**src/rtl/imem_fetch_ctrl.sv**
```systemverilog
// imem_fetch_ctrl: PC owner, per-cycle fetch into a prefetch queue, redirect/flush; FETCH_PERF_EN adds perf counters
module imem_fetch_ctrl #(
    parameter logic [31:0] RESET_PC = 32'h0000_0000,
    parameter int          DEPTH    = 2
) (
    input  logic        clk,
    input  logic        rst,
    input  logic        en,
    output logic [31:0] imem_addr,
    input  logic [31:0] imem_inst,
    output logic        out_valid,
    input  logic        out_ready,
    output logic [31:0] out_inst,
    output logic [31:0] out_pc,
    input  logic        br_taken,
    input  logic [31:0] br_target,
    output logic        err
`ifdef FETCH_PERF_EN
    ,
    output logic [31:0] fetch_cnt,
    output logic [31:0] stall_cnt,
    output logic [15:0] flush_cnt
`endif
);
    localparam int AW = $clog2(DEPTH);
    localparam int CW = AW + 1;
    typedef enum logic [1:0] {IDLE, FETCH, FULL, ERR} state_t;
    state_t          state_q, state_d;
    logic [31:0]     pc_q, pc_d;
    logic [CW-1:0]   cnt_q, cnt_d;
    logic [AW-1:0]   rd_q, rd_d, wr_q, wr_d;
    logic            err_q, err_d;
    logic [31:0]     pc_mem   [DEPTH];
    logic [31:0]     inst_mem [DEPTH];
    logic            push, pop, flush;
    assign imem_addr = pc_q;
    assign out_pc    = pc_mem[rd_q];
    assign out_inst  = inst_mem[rd_q];
    assign err       = err_q;
    assign out_valid = cnt_q != '0 && state_q != ERR;
    assign pop       = out_valid && out_ready;
    assign flush     = br_taken && state_q != ERR;
    assign push      = state_q == FETCH && en && !br_taken && (cnt_q != CW'(DEPTH) || pop);
    always_comb begin
        state_d = state_q;
        pc_d    = pc_q;
        cnt_d   = cnt_q;
        rd_d    = rd_q;
        wr_d    = wr_q;
        err_d   = err_q;
        if (flush) begin
            cnt_d = '0;
            rd_d  = '0;
            wr_d  = '0;
            if (br_target[1:0] != 2'b00) begin
                state_d = ERR;
                err_d   = 1'b1;
            end else begin
                pc_d    = br_target;
                state_d = en ? FETCH : IDLE;
            end
        end else begin
            cnt_d = cnt_q + CW'(push) - CW'(pop);
            rd_d  = rd_q + AW'(pop);
            wr_d  = wr_q + AW'(push);
            pc_d  = push ? pc_q + 32'd4 : pc_q;
            case (state_q)
                IDLE:    state_d = en ? FETCH : IDLE;
                FETCH:   state_d = !en ? IDLE : (cnt_d == CW'(DEPTH) && !pop) ? FULL : FETCH;
                FULL:    state_d = !en ? IDLE : pop ? FETCH : FULL;
                default: state_d = state_q;
            endcase
        end
    end
    always_ff @(posedge clk) begin
        if (rst) begin
            state_q <= IDLE;
            pc_q    <= RESET_PC;
            cnt_q   <= '0;
            rd_q    <= '0;
            wr_q    <= '0;
            err_q   <= 1'b0;
        end else begin
            state_q <= state_d;
            pc_q    <= pc_d;
            cnt_q   <= cnt_d;
            rd_q    <= rd_d;
            wr_q    <= wr_d;
            err_q   <= err_d;
        end
    end
    // Queue storage needs no reset: entries are only visible once counted.
    always_ff @(posedge clk) begin
        if (push) begin
            pc_mem[wr_q]   <= pc_q;
            inst_mem[wr_q] <= imem_inst;
        end
    end
`ifdef FETCH_PERF_EN
    always_ff @(posedge clk) begin
        if (rst) begin
            fetch_cnt <= '0;
            stall_cnt <= '0;
            flush_cnt <= '0;
        end else begin
            fetch_cnt <= fetch_cnt + 32'(push);
            stall_cnt <= stall_cnt + 32'(state_q == FULL || (out_valid && !out_ready));
            flush_cnt <= flush_cnt + 16'(flush);
        end
    end
`endif
endmodule

```
**config.mk**
```make
export PLATFORM = sky130hd
export DESIGN_NAME = imem_fetch_ctrl
export DESIGN_NICKNAME = d
export VERILOG_FILES = /design/src/rtl/imem_fetch_ctrl.sv
export SDC_FILE = /design/constraint.sdc
export NUM_CORES = 1
export LEC_CHECK = 0
export CORE_UTILIZATION = 35
export CTS_CLUSTER_DIAMETER = 80
export CTS_CLUSTER_SIZE = 24
export DETAILED_ROUTE_END_ITERATION = 16
export GPL_TIMING_DRIVEN = 0
export SLEW_MARGIN = 20
export SYNTH_ARGS = -nofsm -noshare
export SYNTH_HDL_FRONTEND = slang
export SYNTH_SLANG_ARGS = --single-unit
```
**constraint.sdc**
```tcl
create_clock -name clk -period 5.1 [get_ports clk]
set_clock_uncertainty 0.05 [all_clocks]
set_input_delay 0.51 -clock clk [delete_from_list [all_inputs] [get_ports clk]]
set_output_delay 0.51 -clock clk [all_outputs]
set_load 0.01 [all_outputs]
```
==> summary.md <==
| Metric | Value |
|---|---|
| Status | finished clean |
| Post-route ant nets | 0 |
| Max-slew violations | 0 |
| CP Data Arrival Time | 2.74 ns |
| Crit. End Element | output pin |
| Post-CTS setup buffers | 0 |
| CP Max Fanout | 10 |
| Max clock buf depth | 2 |
| Row count | 51 |
| DP Worst Slack | 1.573 ns |
| Htree depth | 4 |
| Top post-synthesis cells by count | 128 x edfxtp_1, 65 x mux2_2, 39 x dfxtp_1, 31 x nor2_1, 24 x a21oi_1 |
| Avg Inst Size Synth | 14.12 µm² |
| Initial antenna violation count | 0 |
| GPL Wtd Cong | 0.8440 |
| PortBufs | 165 |
| Worst IR Drop VDD | 226.0 µV |
| Via count | 4,998 |
| Synthesized Nets | 578 |
| DRT Pass-1 Iters | 5 |
| Area leader, netlist | edfxtp_1 |
| Wire length of the first global-routing pass | 27.27 mm |
| Area Growth Syn to Fin | 36.53% |
| Fin crit share | 64.67% |
| All-Layer GR Usage | 18.01% |
| Design area | 9642 µm² |
| Sequential-to-total area share from yosys stat | 65.49% |
| Req. time, crit path | 4.54 ns |
| RSZ-0062 raised after global routing | no |
| # hold bufs at CTS | 0 |
| Rel. slew slack | 41.08% |
| DR vias/cell | 5.185 |
| Total gr overflow | 0 |
| Placed inst area | 9110 µm² |
| Hold depth | 2 |
| Cell Pwr Density | 305.7 nW/µm² |
| Die H | 144.0 µm |
| Synth top area share | 54.43% |
| Die span in x | 144.0 µm |
| TritonCTS clock tree | done |
| Share of cells above drive strength 1 | 16.88% |
| EDFF count, synth | 128 |
| Crit path launch type | flop |
| Fin cells | 964 |
| Multi-input gate area | 2272 µm² |
| Die area | 20,750 µm² |
| Largest net degree at the start of global routing | 34 |
| Placed cells | 932 |
| Number of I/O pins | 167 |
| Placed wire-length estimate | 12.80 mm |
| CTS Root Cell | clkbuf_16 |
| Post_cts resized | 0 |
| Final nets | 764 |
| Ys async rst share | 0% |
| WS Path Type | reg -> out |
| Top cells by area, synth | edfxtp_1 54%, dfxtp_1 11%, mux2_2 10% |
| Most frequent cell after synthesis | edfxtp_1 |
| Max Cap Viol | 0 |
| Initial Util | 36.05% |
| Top_reg_cell synth | edfxtp_1 |
| Hold WC Path Type | in -> reg |
| Post-Route WL | 18.28 mm |
| DR WL/cell | 18.97 µm |
| Clk slew on worst S/H paths | 0.06 ns |
| Yosys reg bits | 167 |
| R2R depth | 8 |
| Total chip power | 2.948 mW |
| Synth Cell Area | 7062 µm² |
| Cells after Synth | 500 |
| Fill count | 1,763 |
| Final core utilization | 49.22% |
| Max Fclk | 0.3032 GHz |
| Fin worst setup slack | 1.802 ns |
| Endpoints failing setup | 0 |
| Synth Warn # | 0 |
| Worst Hold Margin | 0.2845 ns |
| Number of global-route vias before repair | 4,925 |
| 1st-iter DRT viols | 386 |
| Remaining DRCs | 0 |
| Fin. Hold Viols | 0 |
| CTS Sinks | 167 |
| Leakage | 3.151 nW |
| Tmin final | 3.298 ns |
| # diodes | 0 |
| Synth cell types | 57 |
| Setup TNS | 0 ns |
| Worst-Skew Late Latency | 0.42 ns |
| Worst Tran Pin Value | 0.8715 ns |
| CTS buffer count | 17 |
| Core area | 19,590 µm² |
| Reg area | 4624 µm² |
worst paths after layout:
check / from / slack [ns] / to
setup / recovery: rd_q / 1.80 / out_pc[17]
hold reg to reg: imem_addr[1] / 0.43 / pc_mem[1][1]
setup reg to reg: state_q[1] / 1.92 / inst_mem[0][14]
hold / removal: rst / 0.28 / imem_addr[24]
sequential cells by signal, indices dropped and copies added (netlist names):
signal,cells
imem_addr,32
inst_mem,64
pc_mem,64
wr_q,1
cnt_q,2
state_q,2
err,1
rd_q,1
cells in the final DEF, fill, tap and decap left out, types with 5 or more instances in the layout:
master,synthesis,layout
a21oi_1,24,24
a221oi_1,5,5
a22oi_1,5,5
a31oi_1,10,10
and2_1,5,5
and3_1,7,7
clkbuf_1,15,17
clkbuf_16,0,17
clkdlybuf4s50_1,0,165
clkinvlp_4,0,5
dfxtp_1,39,39
edfxtp_1,128,128
ha_1,9,7
inv_1,12,12
mux2_2,65,65
mux2i_1,9,9
nand2_1,23,23
nand3_1,16,16
nand4_1,10,10
nor2_1,31,31
nor3_1,8,8
o21ai_0,11,11
or3_1,5,5
critical path: stages, from the launching register on:
cell	delay, ns
dfxtp_1	0.32
clkbuf_1	0.55
clkbuf_1	0.52
mux2_2	0.40
clkdlybuf4s50_1	0.52
kinds of logic (layout without fill, tap and decap cells):
logic type,Yosys count,count (layout),synth area share (%)
buffers and inverters,36,235,2.693
multiplexers,74,74,11.64
flip-flops,167,167,65.49
adder cells (fa/ha/maj),9,9,1.595
AO/OA/AOI/OAI,83,83,7.991
XOR/XNOR,4,4,0.4962
AND/OR/NAND/NOR,127,127,10.10
report_power, final:
group          internal [mW]  switching [mW]
Combinational          0.141           0.115
Clock                  0.626           0.535
Sequential              1.49          0.0363
metal layers:
layer | track usage [%] | part of all wire, % | vias to the layer above
met1 | 22.38 | 42 | 2434
met3 | 5.298 | 8.4 | 25
met4 | 6.607 | 1.6 | 0
met5 | 0 | 0 | -
li1 | - | - | 2321
met2 | 29.57 | 48 | 218
area by class of cell:
cell class	count	area share, %
clock inverters	13	1.025
inverters	12	0.4672
multi-input cells	297	23.57
clock buffers	19	4.490
well taps	265	3.439
plain buffers	24	1.505
repair buffers	167	17.54
flip-flops and latches	167	47.96
Note: power is estimated with default switching activity, not from simulation.
